==> src/rtl/regfile_wb_arbiter.sv <==
// Register-file write-port owner: round-robin arbitration of ALU and load/store
// writeback, registered write toward the file, and a drain-then-clear flush sequence.
module regfile_wb_arbiter #(
  parameter int unsigned DATA_W     = 32,
  parameter int unsigned ADDR_W     = 5,
  parameter int unsigned FIRST_PRIO = 0,
  parameter int unsigned CNT_W      = 16
) (
  input  logic              clk,
  input  logic              clr,
  input  logic              a_valid,
  input  logic [ADDR_W-1:0] a_addr,
  input  logic [DATA_W-1:0] a_data,
  output logic              a_ready,
  input  logic              b_valid,
  input  logic [ADDR_W-1:0] b_addr,
  input  logic [DATA_W-1:0] b_data,
  output logic              b_ready,
  input  logic              flush_req,
  output logic              flush_busy,
  output logic              rf_we,
  output logic [ADDR_W-1:0] rf_waddr,
  output logic [DATA_W-1:0] rf_wdata,
  output logic              rf_clr,
  output logic [CNT_W-1:0]  collision_cnt
);

  typedef enum logic [1:0] {
    RUN   = 2'd0,
    DRAIN = 2'd1,
    CLEAR = 2'd2
  } state_e;

  localparam logic [CNT_W-1:0] CNT_MAX  = {CNT_W{1'b1}};
  // lp holds the last granted requester (0=A, 1=B); reset to the opposite of FIRST_PRIO
  localparam logic             LP_RESET = (FIRST_PRIO == 0) ? 1'b1 : 1'b0;

  state_e              state_q, state_d;
  logic                lp_q, lp_d;
  logic                we_q, we_d;
  logic [ADDR_W-1:0]   waddr_q, waddr_d;
  logic [DATA_W-1:0]   wdata_q, wdata_d;
  logic                clr_q, clr_d;
  logic [CNT_W-1:0]    cnt_q, cnt_d;

  always_ff @(posedge clk or posedge clr) begin
    if (clr) begin
      state_q <= RUN;
      lp_q    <= LP_RESET;
      we_q    <= 1'b0;
      waddr_q <= '0;
      wdata_q <= '0;
      clr_q   <= 1'b0;
      cnt_q   <= '0;
    end else begin
      state_q <= state_d;
      lp_q    <= lp_d;
      we_q    <= we_d;
      waddr_q <= waddr_d;
      wdata_q <= wdata_d;
      clr_q   <= clr_d;
      cnt_q   <= cnt_d;
    end
  end

  always_comb begin
    state_d = state_q;
    lp_d    = lp_q;
    we_d    = 1'b0;
    waddr_d = waddr_q;
    wdata_d = wdata_q;
    clr_d   = 1'b0;
    cnt_d   = cnt_q;
    a_ready = 1'b0;
    b_ready = 1'b0;

    case (state_q)
      RUN: begin
        if (flush_req) begin
          state_d = DRAIN;
        end else if (a_valid && b_valid) begin
          if (cnt_q != CNT_MAX) cnt_d = cnt_q + CNT_W'(1);
          if (lp_q == 1'b0) b_ready = 1'b1;
          else              a_ready = 1'b1;
        end else begin
          a_ready = a_valid;
          b_ready = b_valid;
        end
      end
      DRAIN: begin
        state_d = CLEAR;
        clr_d   = 1'b1;
      end
      CLEAR: begin
        state_d = RUN;
      end
      default: begin
        state_d = RUN;
      end
    endcase

    // Register the granted write; writes to x0 are consumed but never enabled
    if (a_ready) begin
      lp_d    = 1'b0;
      waddr_d = a_addr;
      wdata_d = a_data;
      we_d    = (a_addr != '0);
    end else if (b_ready) begin
      lp_d    = 1'b1;
      waddr_d = b_addr;
      wdata_d = b_data;
      we_d    = (b_addr != '0);
    end
  end

  assign flush_busy    = (state_q != RUN);
  assign rf_we         = we_q;
  assign rf_waddr      = waddr_q;
  assign rf_wdata      = wdata_q;
  assign rf_clr        = clr_q;
  assign collision_cnt = cnt_q;

endmodule

==> config.mk <==
export PLATFORM = sky130hd
export DESIGN_NAME = regfile_wb_arbiter
export DESIGN_NICKNAME = d
export VERILOG_FILES = /design/src/rtl/regfile_wb_arbiter.sv
export SDC_FILE = /design/constraint.sdc
export NUM_CORES = 1
export LEC_CHECK = 0
export ABC_CLOCK_PERIOD_IN_PS = 2100
export CAP_MARGIN = 15
export CORE_ASPECT_RATIO = 1.2
export CORE_MARGIN = 2
export CORE_UTILIZATION = 30
export DETAILED_ROUTE_END_ITERATION = 16
export MAX_ROUTING_LAYER = met4
export PLACE_DENSITY = 0.68
export SYNTH_ARGS = -nofsm -noshare
export SYNTH_HDL_FRONTEND = slang
export SYNTH_SLANG_ARGS = --single-unit
export TNS_END_PERCENT = 10
==> constraint.sdc <==
create_clock -name clk -period 2.1 [get_ports clk]
set_input_delay 0.42 -clock clk [delete_from_list [all_inputs] [get_ports clk]]
set_output_delay 0.42 -clock clk [all_outputs]
set_load 0.05 [all_outputs]
==> results.txt, run 1 <==
* Cell area after technology mapping: between 2000 and 3000 sq um
- Yosys mapped the design onto 40 distinct sky130hd cell types.
* Startpoint types: primary input
* Number of clock buffers inserted by TritonCTS: 9
- The detailed router finished its first iteration with 129 violations.
* Placed cell count: about 520
- Total clock sinks: 58
* Ys Warns: 0
- From left edge to right edge, the die measures around 90 um.
- In this run the critical register-to-register path is launched from collision_cnt[4].
- Excluding fillers, the count of instances in the completed layout stands at roughly 540.
- The most critical setup path has its startpoint at a_valid.
- The initial antenna violation count came to 0.
* Critical path start-end classification: primary input to output pin
- Power Dens Cells: between 1000 and 1500 nW/um^2
* Routed wire per std cell: roughly 15 um
* Count of endpoints failing setup in the final report: 0
* Final-stage net count: just under 500
- In the synthesized netlist the dominant register cell turns out to be dfrtp_1.
- Global-route wire length before repair: 12.83 mm
- Portion of the post-synthesis area used by sequential elements: 0.5456
- Summed over all instances, the cell type with the most area after synthesis is dfrtp_1.
* Share of the synthesized area in the top cell type: 0.5357
- Count of standard-cell rows: 37
* Fill cell count: around 810
- Overflow left after global routing: 0
- For this run, global-route usage on met3 was measured as 0.05481.
- Cell count after synthesis: 259
* LEAKAGE: 2.075 nW
* Reg-to-reg setup timing slack: 0.34 ns
- Total of flip-flops plus latches after synthesis: 58
- Setup repair after global routing missed its margin: yes
- The average instance in the mapped netlist occupies between 10 and 15 sq um.
* Root cell of the clock tree: clkbuf_8
- Along the worst path, the maximum fanout reaches 2.
- The initial utilization of the core area, before any placement, comes to 0.3092.
* Ys async rst share: 1.000
- From bottom edge to top edge, the die measures ~110 um.
- Final number of hold-violating endpoints: 0
- In this run the cell area measured after placement is 4300 sq um.
- Layout cells sized above 1: 0.1265
* Number of enable-type register cells in the synthesized netlist: 0
* Cell types with the largest area share after synthesis: dfrtp_1 (54%), nand2_1 (11%), a22oi_1 (10%)
* Max Clock Skew: 0.006989 ns
- Final Max Slew Viols: 0
- Data on the critical path is required at its endpoint by 1.68 ns.
- In this run the critical register-to-register path is captured at collision_cnt[11].
- PortBufs: 136
- Vias in the first global route: ~2600
* TritonCTS clock tree: done
- Via density: about 4.8
* Slew at the pin closest to its max-slew limit: around 0.55 ns
* Longest Clk Path Bufs: 2
* Vias post-DR: 2555
- Met1 usage in global routing: 0.2094
- After routing the design area is roughly 4500 sq um.
* Core Footprint: around 8600 sq um
- DR pass1 iterations: 4
* Antenna Violating Nets Remaining: 0
* Largest net degree at the start of global routing: approximately 60
- Global routing met2 resource utilization: 0.2707
* Estimated wirelength of the detail-placed design: 5.823 mm
* Top Ports: approximately 140
- For this run, design rule violations remaining after detail routing come to 0.
- Routability-driven placement finished with a final weighted congestion of just under 0.9.
* Max Cap Violations: 0
- Worst setup EP type: output pin
- The floorplan step defined a die boundary enclosing about 9600 sq um.
* Worst-path clk slew: roughly 0.06 ns
* Arrival time at the worst endpoint: roughly 1.7 ns
- Layout area overhead: 68.89%
- Across every metal layer, demand over resource in global routing totals 0.1714.
* Syn nets: 339
- GRT Max-Usage Layer: met2
- Share of the clock period used by the worst path: 0.9910
* Status: completed
* Diode count: 0
- Wire length after detailed routing: a little under 8 mm
- Across the VDD grid, the largest voltage drop is between 800 and 900 uV.
* Path category of the worst min-delay check: primary input to asynchronous set/reset pin
- Highest achievable clock rate: 0.4805 GHz
* Number of cell instances on the worst register-to-register path: 4
- In this run, post-CTS hold repair placed 0 buffers.
* Worst max-slew margin expressed relative to the limit: 0.6317
- Clock network latency to the later pin of the worst-skew pair: about 0.33 ns
- The routed design could run at a clock period as short as roughly 2.1 ns.
- H-tree depth: 3
==> cell families after synthesis <==
logic type,after synthesis,synth area share
AOI/OAI and AO/OA,45,0.1292
xor gates and xnor gates,13,0.04276
adders and majority gates,1,0.004698
buffers and inverters,17,0.03524
DFF,58,0.5456
muxes,3,0.01222
and+or+nand+nor,122,0.2303
==> synthesized netlist by cell type (2+ instances only) <==
master and number:
nand2_1 77, dfrtp_1 57, a22oi_1 36, xor2_1 11, nor2_1 6, nor4_1 6
clkbuf_1 5, inv_1 5, nor3_1 5, o21ai_0 5, nand3_1 4, nand4_1 4
buf_2 3, buf_6 3, and2b_1 2, mux2_1 2, nand4_2 2, nor4b_2 2
or4_1 2, xnor2_1 2
==> registers in the layout, indices dropped and copies added, names as in the netlist <==
signal	cells
lp_q	1
rf_we	1
rf_wdata	32
rf_clr	1
state_q	2
collision_cnt	16
rf_waddr	5
==> final cells by class <==
| cell class | instances | area, sq um | share of cell area |
|---|---|---|---|
| sequential | 58 | 1454 | 0.3233 |
| timing repair buffer | 156 | 1578 | 0.3509 |
| inverter | 5 | 18.77 | 0.004174 |
| clock inverter | 5 | 30.03 | 0.006678 |
| clock buffer | 11 | 141.4 | 0.03144 |
| tap | 117 | 146.4 | 0.03255 |
| multi-input combinational | 184 | 1129 | 0.2510 |
==> how the worst max path moves through the flow <==
stage | end | slack (ns) | cells past startpoint
after global routing | a_ready | -0.03 | 4
after global placement | collision_cnt[11] | -0.09 | 7
after CTS | b_ready | -0.05 | 3
after detailed placement | rf_wdata[9] | -0.11 | 7
after floorplan | collision_cnt[1] | 0.01 | 5
final | a_ready | 0.02 | 4
==> cell usage in the layout, fill, tap and decap left out, types with 2 or more instances in the layout <==
master           count
o21ai_0              4
nand3_1              4
buf_12               5
or4_1                2
dfrtp_1             56
xnor2_1              2
clkbuf_8            10
xor2_1              11
mux2_1               2
nor4_1               6
clkinv_2             3
clkinvlp_4           2
nand4_1              4
nor3_1               5
dlymetal6s2s_1       4
buf_4               17
a22oi_1             36
inv_1                4
nand4_2              2
nand2_1             77
clkdlybuf4s50_1    129
nor4b_2              2
and2b_1              2
nor2_1               6
==> where the power goes <==
| group | internal [mW] | switching (mW) |
|---|---|---|
| clock network | 0.454 | 0.431 |
| logic | 0.872 | 1.52 |
| registers | 1.42 | 0.191 |
==> through the flow <==
stage / util / hold slack, ns / TNS, ns / total power, mW / setup WS, ns
floorplan: - / 0.5262 / 0 / 3.077 / 0.01199
global placement: 0.4994 / 0.4745 / -2.421 / 4.009 / -0.09369
detailed placement: 0.4994 / 0.4765 / -3.481 / 4.032 / -0.1115
CTS: 0.5202 / 0.4722 / -0.04593 / 4.942 / -0.04593
global route: 0.5222 / 0.4959 / -0.02558 / 5.127 / -0.02558
finish: 0.5222 / 0.4740 / 0 / 4.885 / 0.01880
==> critical path: stages <==
cell             delay (ns)
clkdlybuf4s50_1        0.48
or4b_4                 0.48
nor2_4                 0.13
buf_12                 0.15
==> what timing repair did <==
item,in CTS,in global routing
pin swaps,3,1
resized for setup,3,4
gates cloned,0,0
setup endpoints to repair,3,6
setup buffers,0,1
==> layer usage <==
layer | vias to the layer above | share of wire
met5 | - | 0
met4 | 0 | 0.014
met3 | 11 | 0.075
met2 | 110 | 0.48
met1 | 1214 | 0.43
li1 | 1220 | -
No activity file was read; power rests on OpenSTA's default activity.
==> run 2: changes to the inputs <==
--- a/config.mk
+++ b/config.mk
@@ -11,8 +11,10 @@
 export CORE_MARGIN = 2
 export CORE_UTILIZATION = 30
 export DETAILED_ROUTE_END_ITERATION = 16
+export GPL_ROUTABILITY_DRIVEN = 0
 export MAX_ROUTING_LAYER = met4
 export PLACE_DENSITY = 0.68
+export SKIP_LAST_GASP = 1
 export SYNTH_ARGS = -nofsm -noshare
 export SYNTH_HDL_FRONTEND = slang
 export SYNTH_SLANG_ARGS = --single-unit
==> run 2 against run 1 <==
Sequential power about the same. Final area decreased by 0.17%. Worst setup slack got worse by 0.011 ns. Die area unchanged. Maximum frequency decreased by 0.52%. Combinational power about the same. Register-to-register slack about the same. Utilization decreased by 0.087 points.
==> results.txt, run 2 (synthesis results as in run 1) <==
- The arrival time at the worst endpoint is 1.67 ns (about the same).
* Total clock sinks: 58 (unchanged)
- The number of nets in the final layout is 494 (unchanged).
* Die Width: 90 um (unchanged)
- The total CTS buffers was 9 (unchanged).
- Antenna Violating Nets Remaining: 0 (unchanged)
- Path category of the worst min-delay check: primary input to asynchronous set/reset pin
- Final number of hold-violating endpoints: 0 (unchanged)
- The detailed-routing iteration count for the pre-antenna-repair pass was 4 (unchanged).
- The worst hold slack across all endpoints was 0.4760 ns (+0.002035 ns).
- Share of the clock period used by the worst path: 0.9962 (+0.005188)
- The post-detailed-route DRC marker count was 0 (unchanged).
- The number of diodes is 0 (unchanged).
- Max reg flops: 32 (unchanged)
* Worst max-slew margin expressed relative to the limit: 0.6322 (about the same)
- Share of power burned in the clock network: 0.181 (about the same)
- Die area: 9648 sq um (unchanged)
* Worst setup EP type: output pin
- Top Ports: 137 (unchanged)
- Beginning of the worst register-to-register path: collision_cnt[4]
- The transition time of the tightest slew-check pin came to 0.5500 ns (-0.0008229 ns).
- The maximum operating frequency was 0.4780 GHz (-0.52%).
- Leaving out fill and tap cells, the most frequent cells in the layout are clkdlybuf4s50_1 (132), nand2_1 (77), dfrtp_1 (56).
- Leaving out fill and tap cells, the most frequent cell in the layout is clkdlybuf4s50_1.
- Sequential cell fraction of total power: 0.330 (about the same)
* Count of standard-cell rows: 37 (unchanged)
- Switching component of the power: 2.138 mW (about the same)
* Internal Pwr Total: 2.748 mW (about the same)
- Vias post-DR: 2548 (-0.27%)
- Top fanout value on the critical path: 4 (+2)
* Largest net degree at the start of global routing: 59 (unchanged)
- The detail-routed net length per standard cell is 14.74 um (-0.16%).
- Worst IR Drop VDD: 864.8 uV (-0.25%)
- PortBufs: 136 (unchanged)
* Antenna violations before repair: 0 (unchanged)
- Reg-to-reg setup timing slack: 0.33 ns (about the same)
- The number of buffers inserted for hold repair after clock tree synthesis came to 0 (unchanged).
* Die Y-Extent: 107.2 um (unchanged)
* Estimated wirelength of the detail-placed design: 5.823 mm (unchanged)
* Longest Clk Path Bufs: 2 (unchanged)
* Power Dens Cells: 1088 nW/um^2 (+0.19%)
- Layout area overhead: 68.61%
- Iteration-0 DRC count of the detailed router: 145 (+12%)
- Final Max Slew Viols: 0 (unchanged)
- Setup repair after global routing could not meet its margin everywhere.
- The total setup violations reported at the end of the flow was 0 (unchanged).
- Overflow left after global routing: 0 (unchanged)
- In this run the critical register-to-register path is captured at collision_cnt[11].
* GRT Overall Usage: 0.1711 (-0.0003117)
* Worst setup path startpoint: b_valid
- Global-route wire length before repair: 12.80 mm (-0.22%)
- The run finished with clean final reports.
- The post-route core utilization is 0.5214 (-0.0008720).
- The leakage power came to 2.038 nW (-1.8%).
- The setup path with the least slack is of type primary input to output pin.
- Startpoint types: primary input
* H-tree depth: 3 (unchanged)
- The clock latency at the later pin of the worst-skew pair came to 0.33 ns (about the same).
- The worst-case clock skew was 0.007071 ns (+0.00008213 ns).
* Wire length after detailed routing: 7.901 mm (-0.16%)
- The number of global-route vias before repair came to 2574 (-0.16%).
- Final period demand of the worst path: 2.092 ns (+0.01090 ns)
- Switch share: 0.4375 (about the same)
- Root cell of the clock tree: clkbuf_8
- The logic depth of the worst register-to-register path came to 4 (unchanged).
- Required time worst endpoint: 1.68 ns (about the same)
- Via density: 4.754 (-0.27%)
- The clock-pin transition on the worst setup and hold timing paths is 0.06 ns (about the same).
- The share of layout cells above drive strength 1 came to 0.1265 (unchanged).
- Starting density of the core: 0.3092 (unchanged)
- The core box area was 8611 sq um (unchanged).
- The number of maximum-capacitance constraint violations is 0 (unchanged).
* Share of power burned in combinational logic: 0.489 (about the same)
- TritonCTS clock tree: done
-- run 2: changes by cell type in the layout (fill, tap and decap cells not counted), sizes merged --
cell,previous run,this run
clkdlybuf4s50,129,132
dlymetal6s2s,4,1
-- run 2: how the worst max path moves through the flow --
stage	cells after the start	slack, ns	endpoint
after floorplan	5	0.01	collision_cnt[1]
after global routing	4	-0.03	a_ready
final	4	0.008	b_ready
after detailed placement	7	-0.11	rf_wdata[9]
after global placement	7	-0.09	collision_cnt[11]
after CTS	3	-0.1	b_ready
-- run 2: worst max-delay path, stage by stage --
cell	delay, ns
clkdlybuf4s50_1	0.55
inv_1	0.10
a2111oi_4	0.41
buf_12	0.19
-- run 2: stage by stage --
stage	setup slack (ns)	cell area [sq um]	TNS, ns	std cells	power (mW)
4_1_cts	-0.09896	4471	-0.1659	535	4.938
5_1_grt	-0.02558	4489	-0.07922	536	5.128
6_report	0.007904	4489	0	536	4.886
3_5_place_dp	-0.1115	4300	-3.481	519	4.032
3_3_place_gp	-0.09369	4300	-2.421	519	4.009
2_1_floorplan	0.01199	2664	0	259	3.077
-- run 2: per-layer routing --
| layer | routed length (um) | vias up | track usage |
|---|---|---|---|
| li1 | - | 1221 | - |
| met1 | 3467 | 1209 | 0.2089 |
| met2 | 3736 | 107 | 0.2701 |
| met3 | 582 | 11 | 0.05481 |
| met4 | 114 | 0 | 0.05824 |
| met5 | 0 | - | - |
-- run 2: layout make-up --
| cell class | count | area (sq um) |
|---|---|---|
| fill | 813 | 4121 |
| timing repair buffer | 156 | 1570 |
| sequential | 58 | 1454 |
| multi-input combinational | 184 | 1129 |
| tap | 117 | 146.4 |
| clock buffer | 11 | 141.4 |
| clock inverter | 5 | 30.03 |
| inverter | 5 | 18.77 |
-- run 2: power groups by stage --
stage	clock network [mW]	registers (mW)	logic (mW)
2_1_floorplan	0	2.63	0.445
3_3_place_gp	0	1.63	2.38
3_5_place_dp	0	1.63	2.40
4_1_cts	0.920	1.61	2.40
5_1_grt	0.967	1.65	2.51
6_report	0.885	1.61	2.39
-- run 2: timing repair --
action / CTS / global route
pin swaps: 0 / 2
gates resized for setup: 1 / 3
setup endpoints to repair: 3 / 6
setup buffers: 0 / 1
==> run 3: changes to the inputs <==
--- a/config.mk
+++ b/config.mk
@@ -5,15 +5,13 @@
 export SDC_FILE = /design/constraint.sdc
 export NUM_CORES = 1
 export LEC_CHECK = 0
-export ABC_CLOCK_PERIOD_IN_PS = 2100
-export CAP_MARGIN = 15
 export CORE_ASPECT_RATIO = 1.2
 export CORE_MARGIN = 2
-export CORE_UTILIZATION = 30
+export CORE_UTILIZATION = 40
 export DETAILED_ROUTE_END_ITERATION = 16
 export GPL_ROUTABILITY_DRIVEN = 0
 export MAX_ROUTING_LAYER = met4
-export PLACE_DENSITY = 0.68
+export PLACE_DENSITY = 0.86
 export SKIP_LAST_GASP = 1
 export SYNTH_ARGS = -nofsm -noshare
 export SYNTH_HDL_FRONTEND = slang
==> run 3 against run 2 <==
The flow now finishes with violations (setup timing). Final area is 1.5% lower. Clock-buffer cell count is 5 higher. Register-to-register slack worse by 0.08 ns. Cell count is 6.5% lower. Worst setup slack worse by 0.050 ns. Routed wire length is 2.8% higher. Critical endpoint is now a_ready. Non-clock buffer count is 3 lower. Utilization is 16 points higher. Sequential cell count stayed put. Maximum frequency is 2.3% lower.
==> results.txt, run 3 (synthesis results as in run 1) <==
- The flow ran to the end, but the final reports show violations.
- Violated checks: setup timing
- PortBufs: 136 (unchanged)
- Worst slack at placement: -0.1895 ns (-0.07807 ns)
* Vias in the first global route: 2665 (+3.5%)
- Worst setup EP type: output pin
- Total clock sinks: 58 (unchanged)
* Diode count: 0 (unchanged)
- Sum of negative setup slack: -0.05933 ns (-0.05933 ns)
- The worst hold slack across all endpoints came to 0.4208 ns (-0.05519 ns).
- For this design, the slowest cell found on the critical path is or4b_4.
- The slack of the critical path was -0.04185 ns (-0.04975 ns).
* Max reg flops: 32 (unchanged)
* Fill cell count: 488 (-40%)
- The post-detailed-route DRC marker count was 0 (unchanged).
- The tightest min-delay check is of the primary input to asynchronous set/reset pin type.
* Share of the clock period used by the worst path: 1.020 (+0.02369)
- Core occupancy in the finished layout: 0.6858 (+0.1644)
* Layout area overhead: 66.02%
- The row count is 32 (-14%).
- Cell class contributing the biggest share of worst-path delay: simple AND/OR/NAND/NOR gates
- The total count of max-transition violations in the final report is 0 (unchanged).
- Layout cells sized above 1: 0.1130 (-0.01351)
- Share of power burned in the clock network: 0.188 (+0.007)
- The largest incremental delay on the critical path was 0.53 ns (-0.02 ns).
* GRT Overall Usage: 0.2330 (+0.06188)
* Placed cell count: 485 (-6.6%)
- Startpoint types: primary input
- Final number of hold-violating endpoints: 0 (unchanged)
- The minimum clock period was 2.142 ns (+0.04975 ns).
* Routed wire per std cell: 16.21 um (+10%)
- Power Dens Cells: 1113 nW/um^2 (+2.2%)
- Final-stage net count: 491 (-0.61%)
- Vias post-DR: 2665 (+4.6%)
- The leakage power is 2.025 nW (-0.60%).
- Worst max-slew margin expressed relative to the limit: 0.3412 (-0.2910)
* Antenna violations before repair: 0 (unchanged)
- Number of clock buffers inserted by TritonCTS: 9 (unchanged)
* Worst-path clk slew: 0.06 ns (about the same)
* Final Instance Count excl. Fillers: 501 (-6.5%)
- Die Y-Extent: 93.38 um (-13%)
- The largest net degree at the start of global routing was 40 (-32%).
- The H-tree depth is 3 (unchanged).
- The area enclosed by the die boundary was 7328 sq um (-24%).
- Multi-input combinational cell area: 1136 sq um (+0.67%)
- The combinational share of power was 0.478 (-0.011).
- The library cells used most frequently in the layout, excluding fill and tap cells, are clkdlybuf4s50_1 (131), nand2_1 (77), dfrtp_1 (56).
* Clock network latency to the later pin of the worst-skew pair: 0.33 ns (about the same)
- The area of all sequential standard cells was 1454 sq um (unchanged).
- Count of endpoints failing setup in the final report: 2 (+2)
- Max Clock Skew: 0.007523 ns (+0.0004520 ns)
- The average via count per standard cell is 5.319 (+12%).
- The arrival time at the worst endpoint came to 1.72 ns (+0.05 ns).
* Setup fix buffers added after clock tree synthesis: 0 (unchanged)
* TritonCTS clock tree: done
- Max Cap Violations: 0 (unchanged)
- The cell depth of the worst setup path was 4 (unchanged).
- Setup repair after global routing could not meet its margin everywhere.
- The HPWL after detailed placement is 6.034 mm (+3.6%).
- The maximum operating frequency was 0.4669 GHz (-2.3%).
* Slew at the pin closest to its max-slew limit: 0.9844 ns (+0.4345 ns)
- The switching power summed over all nets is 2.120 mW (-0.80%).
- Hold_buf cts: 0 (unchanged)
- The worst setup path is of the primary input to output pin kind.
- The horizontal die dimension was 78.48 um (-13%).
- The share of total power in sequential cells was 0.333 (+0.003).
- The worst-path maximum fanout came to 4 (unchanged).
- The number of DRC markers in iteration 0 was 103 (-29%).
* Longest Clk Path Bufs: 2 (unchanged)
* Core Footprint: 6446 sq um (-25%)
- The library cell used most frequently in the layout, excluding fill and tap cells, is clkdlybuf4s50_1.
- The initial core utilization came to 0.4130 (+0.1038).
- Critical-path cell list: clkdlybuf4s50_1 > or4b_4 > nor2_4 > buf_12
* Top Ports: 137 (unchanged)
- Worst IR Drop VDD: 779.3 uV (-9.9%)
* DR pass1 iterations: 6 (+2)
* Switch share: 0.4312 (-0.006343)
- Number of cell instances on the worst register-to-register path: 5 (+1)
- Global-route wire length before repair: 12.87 mm (+0.54%)
- The required time reported for the critical path endpoint was 1.68 ns (about the same).
* Overflow left after global routing: 0 (unchanged)
* Wire length after detailed routing: 8.120 mm (+2.8%)
- The tree is rooted in a clkbuf_8.
* Antenna Violating Nets Remaining: 0 (unchanged)
- Buf+Inv Stages, Crit Path: 2 (-1)
- Internal Pwr Total: 2.797 mW (+1.8%)
[run 3: cell count changes in the layout (fill, tap and decap cells not counted)]
| cell | delta |
|---|---|
| dlymetal6s2s_1 | +1 |
| buf_4 | -1 |
| clkbuf_1 | +3 |
| buf_12 | -2 |
| o21ai_2 | -1 |
| clkinv_2 | -3 |
| clkdlybuf4s50_1 | -1 |
| clkbuf_8 | +2 |
| o21ai_4 | +1 |
| clkinvlp_4 | -2 |
[run 3: power groups by stage]
stage	registers, mW	clock network, mW	logic [mW]
after floorplan	2.63	0	0.445
after global placement	1.64	0	2.32
after detailed placement	1.65	0	2.37
after CTS	1.64	0.951	2.37
after global routing	1.68	0.989	2.47
final	1.64	0.925	2.35
[run 3: path summary, 6_finish.rpt]
path / start / to / slack [ns]
setup / recovery: flush_req / a_ready / -0.04
hold / removal: clr / collision_cnt[1] / 0.42
setup reg to reg: state_q[1] / rf_wdata[7] / 0.25
hold reg to reg: rf_waddr[0] / rf_waddr[0] / 0.48
max in group asynchronous: clr / lp_q / 1.05
min in group clk: rf_waddr[0] / rf_waddr[0] / 0.48
[run 3: through the flow]
stage	total power [mW]	instance area, sq um
after floorplan	3.077	2664
after global placement	3.963	4233
after detailed placement	4.023	4233
after CTS	4.963	4415
after global routing	5.141	4420
final	4.918	4420
[run 3: per-layer routing]
metal  up-vias  share of wire  global-route usage
li1       1215              -                   -
met1      1307           0.41              0.2697
met2       130           0.49              0.3807
met3        13          0.083             0.06950
met4         0          0.016             0.09503
met5         -              0                   -
[run 3: what timing repair did]
| action | CTS | global route |
|---|---|---|
| gates resized for setup | 2 | 2 |
| setup endpoints to repair | 4 | 4 |
| pin swaps | 0 | 1 |
| gates cloned | 0 | 0 |
[run 3: final cells by class]
cell class,instances,share of cell area
well taps,85,0.02406
repair buffers,153,0.3450
flip-flops and latches,58,0.3289
inverters,5,0.004246
multi-input cells,184,0.2570
clock buffers,16,0.04076
